`src/rtl/bus_pkg.sv`:
```
// Shared constants for the bus master mux: FSM and owner encodings, default widths
// and small grant-decoding helpers.
package bus_pkg;

   localparam int DEF_ADDR_W         = 8;
   localparam int DEF_DATA_W         = 8;
   localparam int DEF_TIMEOUT_CYCLES = 16;

   typedef enum logic [1:0] {
      ST_IDLE  = 2'd0,
      ST_ISSUE = 2'd1,
      ST_RESP  = 2'd2
   } state_t;

   typedef enum logic [1:0] {
      OWN_NONE = 2'd0,
      OWN_M1   = 2'd1,
      OWN_M2   = 2'd2,
      OWN_M3   = 2'd3
   } owner_t;

   // True when two or more grants are asserted at once.
   function automatic logic multi_ack(input logic [2:0] ack);
      return (ack[0] & ack[1]) | (ack[0] & ack[2]) | (ack[1] & ack[2]);
   endfunction

   function automatic owner_t ack_owner(input logic [2:0] ack);
      owner_t own;
      case (ack)
         3'b001:  own = OWN_M1;
         3'b010:  own = OWN_M2;
         3'b100:  own = OWN_M3;
         default: own = OWN_NONE;
      endcase
      return own;
   endfunction

   // OWN_NONE maps to no Done line at all.
   function automatic logic [2:0] owner_done(input owner_t own);
      logic [2:0] d;
      case (own)
         OWN_M1:  d = 3'b001;
         OWN_M2:  d = 3'b010;
         OWN_M3:  d = 3'b100;
         default: d = 3'b000;
      endcase
      return d;
   endfunction

endpackage

```
`src/rtl/bus_timeout_counter.sv`:
```
// Counts cycles spent in ISSUE; expired is high on the last allowed cycle.
// Only instantiated when BUS_TIMEOUT_EN is defined.
module bus_timeout_counter #(
   parameter int TIMEOUT_CYCLES = 16
) (
   input  logic clk,
   input  logic reset,
   input  logic clear,
   input  logic enable,
   output logic expired
);

   localparam int CW = (TIMEOUT_CYCLES > 1) ? $clog2(TIMEOUT_CYCLES) : 1;
   localparam logic [CW-1:0] LAST = CW'(TIMEOUT_CYCLES - 1);

   logic [CW-1:0] count;

   assign expired = enable && (count == LAST);

   always_ff @(posedge clk or negedge reset) begin
      if (!reset) begin
         count <= '0;
      end else if (clear) begin
         count <= '0;
      end else if (enable && !expired) begin
         count <= count + 1'b1;
      end
   end

endmodule

```
`src/rtl/bus_master_mux.sv`:
```
// Latches the granted master's request, runs the slave valid/ready beat and returns
// Done/RData to the owner. Optional ISSUE timeout is enabled by BUS_TIMEOUT_EN.
module bus_master_mux
   import bus_pkg::*;
#(
   parameter int ADDR_W         = DEF_ADDR_W,
   parameter int DATA_W         = DEF_DATA_W,
   parameter int TIMEOUT_CYCLES = DEF_TIMEOUT_CYCLES
) (
   input  logic              clk,
   input  logic              reset,
   input  logic              Ack1,
   input  logic              Ack2,
   input  logic              Ack3,
   input  logic              Start1,
   input  logic              Start2,
   input  logic              Start3,
   input  logic [ADDR_W-1:0] Addr1,
   input  logic [ADDR_W-1:0] Addr2,
   input  logic [ADDR_W-1:0] Addr3,
   input  logic [DATA_W-1:0] WData1,
   input  logic [DATA_W-1:0] WData2,
   input  logic [DATA_W-1:0] WData3,
   input  logic              Wr1,
   input  logic              Wr2,
   input  logic              Wr3,
   input  logic              BusReady,
   input  logic [DATA_W-1:0] BusRData,
   output logic              BusValid,
   output logic [ADDR_W-1:0] BusAddr,
   output logic [DATA_W-1:0] BusWData,
   output logic              BusWr,
   output logic              Done1,
   output logic              Done2,
   output logic              Done3,
   output logic [DATA_W-1:0] RData,
   output logic              Err,
   output logic              GrantErr,
   output logic [1:0]        dbg_state
);

   // Slave handshake: a beat completes on the cycle BusValid and BusReady are
   // both high; BusValid/BusAddr/BusWData/BusWr stay stable until then.

   state_t            state;
   owner_t            owner;
   logic [2:0]        done_q;
   logic              err_q;
   logic              timeout_hit;

   logic [2:0]        ack_vec;
   owner_t            grant_own;
   logic              sel_start;
   logic [ADDR_W-1:0] sel_addr;
   logic [DATA_W-1:0] sel_wdata;
   logic              sel_wr;

   assign ack_vec   = {Ack3, Ack2, Ack1};
   assign grant_own = ack_owner(ack_vec);

   always_comb begin
      sel_start = 1'b0;
      sel_addr  = '0;
      sel_wdata = '0;
      sel_wr    = 1'b0;
      case (grant_own)
         OWN_M1: begin
            sel_start = Start1;
            sel_addr  = Addr1;
            sel_wdata = WData1;
            sel_wr    = Wr1;
         end
         OWN_M2: begin
            sel_start = Start2;
            sel_addr  = Addr2;
            sel_wdata = WData2;
            sel_wr    = Wr2;
         end
         OWN_M3: begin
            sel_start = Start3;
            sel_addr  = Addr3;
            sel_wdata = WData3;
            sel_wr    = Wr3;
         end
         default: ;
      endcase
   end

`ifdef BUS_TIMEOUT_EN
   // Held clear outside ISSUE so every ISSUE entry starts from zero.
   bus_timeout_counter #(
      .TIMEOUT_CYCLES(TIMEOUT_CYCLES)
   ) u_timeout (
      .clk     (clk),
      .reset   (reset),
      .clear   (state != ST_ISSUE),
      .enable  (state == ST_ISSUE),
      .expired (timeout_hit)
   );
`else
   assign timeout_hit = 1'b0;
`endif

   always_ff @(posedge clk or negedge reset) begin
      if (!reset) begin
         state    <= ST_IDLE;
         owner    <= OWN_NONE;
         BusValid <= 1'b0;
         BusAddr  <= '0;
         BusWData <= '0;
         BusWr    <= 1'b0;
         done_q   <= '0;
         err_q    <= 1'b0;
         RData    <= '0;
         GrantErr <= 1'b0;
      end else begin
         case (state)
            ST_IDLE: begin
               done_q <= '0;
               err_q  <= 1'b0;
               if (multi_ack(ack_vec)) begin
                  GrantErr <= 1'b1;
               end else if (grant_own != OWN_NONE && sel_start) begin
                  owner    <= grant_own;
                  BusAddr  <= sel_addr;
                  BusWData <= sel_wdata;
                  BusWr    <= sel_wr;
                  BusValid <= 1'b1;
                  state    <= ST_ISSUE;
               end
            end
            ST_ISSUE: begin
               // A ready on the expiry cycle still counts as a normal completion.
               if (BusReady) begin
                  BusValid <= 1'b0;
                  if (!BusWr) RData <= BusRData;
                  done_q   <= owner_done(owner);
                  err_q    <= 1'b0;
                  state    <= ST_RESP;
               end else if (timeout_hit) begin
                  BusValid <= 1'b0;
                  RData    <= '0;
                  done_q   <= owner_done(owner);
                  err_q    <= 1'b1;
                  state    <= ST_RESP;
               end
            end
            ST_RESP: begin
               done_q <= '0;
               err_q  <= 1'b0;
               owner  <= OWN_NONE;
               state  <= ST_IDLE;
            end
            default: begin
               state <= ST_IDLE;
            end
         endcase
      end
   end

   assign Done1     = done_q[0];
   assign Done2     = done_q[1];
   assign Done3     = done_q[2];
   assign Err       = err_q;
   assign dbg_state = state;

endmodule

```
`config.mk`:
```
export PLATFORM = sky130hd
export DESIGN_NAME = bus_master_mux
export DESIGN_NICKNAME = d
export VERILOG_FILES = /design/src/rtl/bus_pkg.sv /design/src/rtl/bus_timeout_counter.sv /design/src/rtl/bus_master_mux.sv
export SDC_FILE = /design/constraint.sdc
export NUM_CORES = 1
export LEC_CHECK = 0
export ABC_AREA = 0
export BUFFER_PORTS_ARGS = -buffer_cell sky130_fd_sc_hd__buf_2
export CORE_ASPECT_RATIO = 1.1
export CORE_MARGIN = 4
export CORE_UTILIZATION = 40
export CTS_CLUSTER_DIAMETER = 80
export CTS_CLUSTER_SIZE = 12
export DETAILED_ROUTE_END_ITERATION = 8
export PLACE_DENSITY = 0.76
export SLEW_MARGIN = 5
export SYNTH_ARGS = -nofsm -noshare
export SYNTH_HDL_FRONTEND = slang
export SYNTH_SLANG_ARGS = --single-unit
```
`constraint.sdc`:
```
create_clock -name clk -period 1.5 [get_ports clk]
set_clock_uncertainty 0.2 [all_clocks]
set_input_delay 0.225 -clock clk [delete_from_list [all_inputs] [get_ports clk]]
set_output_delay 0.225 -clock clk [all_outputs]
set_load 0.01 [all_outputs]
```
==> metrics.md, run 1 <==
| Metric | Value |
|---|---|
| Outcome | finished, violations left |
| Failing checks | setup timing |
| Routed len/inst | 13.4 µm |
| Most common cell after layout, fill and taps aside | buf_2 |
| Min cycle time layout | 1500 ps |
| Syn Nets | between 200 and 300 |
| Input/output buffers | 99 |
| Worst hold path depth | 3 |
| H-tree depth | 2 |
| Fin. max-slew vios | 0 |
| Maximum vdd drop | between 0.0004 and 0.0005 V |
| Seq/Total Area, Yosys | 46.9% |
| Synth warnings | 0 |
| Critical path peak fanout | 8 |
| Avg Cell Area, Syn | 9.22 µm² |
| Global-route wire length before repair | 7.64 mm |
| Worst hold path startpoint | Addr2[0] |
| Cells after Synth | 197 |
| R2r endpoint | RData[5] |
| Min-Delay Path Class | primary input to flip-flop |
| Period utilisation layout | 100% |
| Clock Sinks | 34 |
| Worst-path clk slew | 70 ps |
| Final Hold Fails | 0 |
| Pre-Repair DR Iteration Count | 4 |
| Critical Path RT | 1470 ps |
| Cell area after synthesis | 1820 µm² |
| Total gr overflow | 0 |
| Worst Tran Pin Value | ~680 ps |
| CP cell instances | nand3b_1, nor2_4, buf_12, mux2_4 |
| Startpoint class of the critical path | flip-flop |
| Leakage | between 1 and 1.5 nW |
| WS Path Type | flip-flop to flip-flop |
| Met1 GRT Util | 20.1% |
| Post-synth cell types | 30 |
| Largest stage delay, worst path | 400 ps |
| Vias/cell | 4.87 |
| Clock tree from TritonCTS | done |
| R2R cell count | 4 |
| Synth area leaders | dfrtp_1 47%, o32ai_1 8.2%, nand2_1 7.6%, mux2_2 5.0%, a21oi_1 4.7% |
| Synth Register Bits | 34 |
| RSZ-0062 raised after global routing | yes |
| Internal reg-to-reg setup slack | -3 ps |
| Full die area | 5680 µm² |
| Final Wtd Congestion | 0.778 |
| Clock Path Buffers | 2 |
| GRT Util Overall | 17.2% |
| DRT iter0 DRCs | 60 |
| M2 GR Usage | between 20% and 30% |
| Die Wd | 72.2 µm |
| # DRC | 0 |
| Placed cell area | 2470 µm² |
| DRT antenna net count | 0 |
| Core Area | 4350 µm² |
| Grt peak-use layer | met2 |
| Top cell type's share of synthesized area | 46.9% |
| Antenna cells | 0 |
| Final Power | 3.79 mW |
| Met3 usage | 3.20% |
| Initial antenna violation count | 0 |
| Worst hold endpoint | BusAddr[0] |
| Total number of vias | 1,802 |
| CP Capture Type | flip-flop |
| Share of cells above drive strength 1 | 46.2% |
| Dpl hpwl | ~3.7 mm |
| Slowest stage cell, crit path | dfrtp_2 |
| Initial Util | roughly two fifths |
| Layout area overhead | 51.3% |
| Pin count of the biggest net entering global routing | 35 |
| Number of nets in the layout | 383 |
| Fmax | 0.665 GHz |
| Die H | 78.7 µm |
| TritonCTS Buffers | 5 |
| Family with the most delay on the worst path | flip-flops |
| Clk Latency, worst-skew pair | 280 ps |
| # Max-Cap Violations | 0 |
| Buf+Inv Stages, Crit Path | 1 |
| Core Rows | 25 |
| Top Ports | 101 |
| Reg-to-reg critical path startpoint | dbg_state[1] |
| Final setup viols | 3 |
| Vias in the first global route | 1,708 |
| Yosys top cell by area | dfrtp_1 |
| WL final | about 4.9 mm |
| CP arrival | 1470 ps |
| CTS root buf | clkbuf_8 |
| Worst setup margin | -3.00 ps |
| Final Instance Area | 2750 µm² |
| Most frequent cells in the layout | 99 x buf_2, 37 x nand2_1, 32 x dfrtp_1 |
| Pwr Density | between 1000 and 1500 nW/µm² |
| Relative slew slack | a little over half |
[worst min-delay path: stages]
cell     delay, ps
buf_2           80
a21oi_1         50
o21ai_1        100
[where the power goes]
group,total [mW],switching (mW),internal [mW]
clock,0.678,0.308,0.370
sequential,1.48,0.212,1.27
combinational,1.63,0.770,0.855
[through the flow]
step           TNS, ps  setup slack [ps]  std cells  utilization (%)  hold slack [ps]
2_1_floorplan    -2170              -184        197                -             -271
3_3_place_gp     -5350              -283        351             56.7            -9.43
3_5_place_dp     -6080              -328        351             56.7            -9.73
4_1_cts          -38.8             -10.6        370             62.8             2.62
5_1_grt           -590             -58.2        370             63.2             6.00
6_report         -6.59             -3.00        370             63.2             10.8
[flip-flops by register name, indices dropped and copies added (netlist names)]
| signal | cells |
|---|---|
| dbg_state | 2 |
| BusWr | 1 |
| BusAddr | 8 |
| RData | 8 |
| owner | 2 |
| BusWData | 8 |
| GrantErr | 1 |
| BusValid | 1 |
| done_q | 3 |
[layer usage]
layer | vias to the layer above | share of wire (%)
met2 | 76 | 50
met4 | 0 | 2.1
met3 | 9 | 7.3
met5 | - | 0
met1 | 794 | 41
li1 | 923 | -
[cell usage after synthesis, drive strengths merged]
master / instances
and4bb: 3
dfrtp: 34
nand3b: 1
o21ai: 20
nor2b: 2
mux2: 8
nor4: 3
conb: 1
a21oi: 17
nor3: 1
buf: 11
nand3: 3
clkbuf: 5
nand2: 37
xnor2: 2
a21o: 1
nand2b: 3
a211oi: 1
o32ai: 17
maj3: 1
nor2: 2
nor3b: 1
a221o: 2
inv: 18
o31ai: 1
or2: 2
[cell families (layout without fill, tap and decap cells)]
kind of cell	Yosys count	in the layout	synth area share, %
muxes	8	8	4.96
and+or+nand+nor	58	58	16.6
AOI/OAI and AO/OA	59	59	21.5
other	1	1	0.207
xor gates and xnor gates	2	2	0.965
adders and majority gates	1	1	0.551
DFF	34	34	46.9
buffers and inverters	34	153	8.34
[timing repair]
action / CTS / global route
resized for setup: 12 / 4
endpoints found under the hold margin: 26 / 0
setup endpoints to repair: 27 / 21
hold buffers: 10 / 0
buffers inserted: 1 / 0
pin swaps: 1 / 1
[final cells by class]
type / instances / area, µm²
Clock buffer: 7 / 86.3
Clock inverter: 1 / 5.00
Fill cell: 404 / 1600
Inverter: 18 / 67.6
Multi-Input combinational cell: 129 / 887
Sequential cell: 34 / 853
Tap cell: 54 / 67.6
Timing Repair Buffer: 127 / 781
[worst max path at each step]
stage	from	to	slack, ps	depth (start not counted)
2_1_floorplan	dbg_state[1]	RData[0]	-180	3
3_3_place_gp	Ack1	BusWData[1]	-280	4
3_5_place_dp	Ack1	BusWData[4]	-330	4
4_1_cts	dbg_state[1]	RData[5]	-10	4
5_1_grt	dbg_state[1]	RData[5]	-60	4
6_report	dbg_state[1]	RData[5]	-3	4
No activity file was read; power rests on OpenSTA's default activity.
==> run 2: changes to the inputs <==
Settings changed: CELL_PAD_IN_SITES_DETAIL_PLACEMENT set to 0, CELL_PAD_IN_SITES_GLOBAL_PLACEMENT set to 1, CORE_UTILIZATION 40 to 28, PLACE_DENSITY 0.76 to not set, PLACE_DENSITY_LB_ADDON set to 0.1, SKIP_CTS_REPAIR_TIMING set to 1.
==> metrics.md, run 2 (synthesized netlist as in run 1, its figures left out) <==
| Metric | Value |
|---|---|
| Outcome | finished, violations left |
| Failing checks | setup timing |
| # Max-Cap Violations | 0 (unchanged) |
| Slowest stage cell, crit path | dfrtp_2 |
| Critical path peak fanout | 8 (unchanged) |
| Largest registers | BusAddr: 8 flops, BusWData: 8 flops, RData: 8 flops |
| Vias/cell | 4.57 (-6.2%) |
| Final Util | 44.2% (-19 points) |
| Total number of vias | 1,799 (-0.17%) |
| Global-route wire length before repair | 8.32 mm (+8.9%) |
| Area occupied by multi-input gates | 863 µm² (-2.7%) |
| RSZ-0062 raised after global routing | yes |
| CP Capture Type | flip-flop |
| TritonCTS Buffers | 5 (unchanged) |
| WS Path Type | flip-flop to flip-flop |
| GRT Util Overall | 13.3% (-3.9 points) |
| DRT iter0 DRCs | 47 (-22%) |
| Fin. max-slew vios | 0 (unchanged) |
| Share of cells above drive strength 1 | 45.5% (-0.66 points) |
| Critical Path RT | 1460 ps (about the same) |
| Leakage | 1.39 nW (-0.88%) |
| # DRC | 0 (unchanged) |
| Worst hold path startpoint | Addr2[7] |
| Top Ports | 101 (unchanged) |
| Final Hold Fails | 0 (unchanged) |
| Period utilisation layout | 101% (+0.64 points) |
| Clock Sinks | 34 (unchanged) |
| Pwr Density | 1360 nW/µm² (-0.97%) |
| CP cell instances | nand3b_1, nor2_4, buf_12, mux2_4 |
| Family with the most delay on the worst path | flip-flops |
| Dpl hpwl | 4.18 mm (+14%) |
| Core Area | 6230 µm² (+43%) |
| Fmax | 0.661 GHz (-0.64%) |
| Routed len/inst | 13.7 µm (+2.4%) |
| Worst-path clk slew | 70 ps (about the same) |
| Setup crit start | dbg_state[1] |
| Clk Latency, worst-skew pair | 280 ps (about the same) |
| Min cycle time layout | 1510 ps (+9.65 ps) |
| DRT antenna net count | 0 (unchanged) |
| # fillers | 671 (+66%) |
| Startpoint class of the critical path | flip-flop |
| Total gr overflow | 0 (unchanged) |
| Buf+Inv Stages, Crit Path | 1 (unchanged) |
| Clock Path Buffers | 2 (unchanged) |
| Input/output buffers | 99 (unchanged) |
| Maximum vdd drop | 0.000555 V (+14%) |
| Die Wd | 84.8 µm (+17%) |
| Largest stage delay, worst path | 390 ps (about the same) |
| Full die area | 7840 µm² (+38%) |
| CP arrival | 1480 ps (about the same) |
| Initial Util | 29.1% (-13 points) |
| Most common cell after layout, fill and taps aside | buf_2 |
| Layout area overhead | 51.6% |
| CTS root buf | clkbuf_8 |
| Clock tree from TritonCTS | done |
| Final Wtd Congestion | 0.719 (-7.6%) |
| H-tree depth | 2 (unchanged) |
| Min-Delay Path Class | primary input to flip-flop |
| Storage element area | 852 µm² (-0.15%) |
| Pin count of the biggest net entering global routing | 36 (+2.9%) |
| Pre-Repair DR Iteration Count | 4 (unchanged) |
| Initial antenna violation count | 0 (unchanged) |
| Antenna cells | 0 (unchanged) |
| Worst setup margin | -12.6 ps (-9.65 ps) |
| Vias in the first global route | 1,740 (+1.9%) |
| Number of nets in the layout | 381 (-0.52%) |
| WL final | 5.39 mm (+9.1%) |
| Final Power | 3.76 mW (-0.79%) |
| Most frequent cells in the layout | 99 x buf_2, 37 x nand2_1, 33 x dfrtp_1 |
| Reg-to-reg critical path startpoint | dbg_state[1] |
| Core Rows | 30 (+20%) |
| Die H | 92.5 µm (+18%) |
| Final setup viols | 11 (+8) |
| Placement Setup Slack | -97.8 ps (+230 ps) |
[run 2: area by class of cell]
cell class	instances	area share, %
multi-input cells	129	31.4
inverters	18	2.45
repair buffers	125	28.3
flip-flops and latches	34	31.0
clock buffers	7	3.14
well taps	80	3.64
clock inverters	1	0.182
[run 2: layer usage]
| layer | global-route usage, % | up-vias | part of all wire [%] |
|---|---|---|---|
| met3 | 2.40 | 5 | 5.8 |
| met2 | 21.9 | 66 | 48 |
| met4 | 5.15 | 0 | 1.1 |
| li1 | - | 920 | - |
| met1 | 17.3 | 808 | 45 |
| met5 | 0 | - | 0 |
[run 2: final timing paths]
kind / to / slack, ps / depth (start not counted)
setup / recovery: RData[6] / -10 / 4
hold / removal: BusAddr[7] / 10 / 3
setup reg to reg: RData[6] / -10 / 4
hold reg to reg: GrantErr / 270 / 1
max in group asynchronous: dbg_state[1] / 460 / 3
min in group asynchronous: GrantErr / 200 / 2
[run 2: worst register-to-register path, stage by stage, from the launching register on]
cell and delay [ps]:
dfrtp_2 390, nand3b_1 220, nor2_4 130, buf_12 140, mux2_4 310
[run 2: metrics by stage]
stage               cell area [µm²]  setup TNS [ps]  hold WS (ps)  instances
global placement               2500           -1800         -18.5        375
detailed placement             2500           -1970         -18.5        375
finish                         2750           -65.0          12.2        394
floorplan                      1860           -2170          -271        197
global route                   2750           -1260          25.5        394
CTS                            2590           -1180          -330        383
[run 2: power by group]
group          internal (mW)  leakage (nW)  switching, mW
clock                  0.370        0.0482          0.316
sequential              1.27         0.433          0.215
combinational          0.835         0.907          0.751
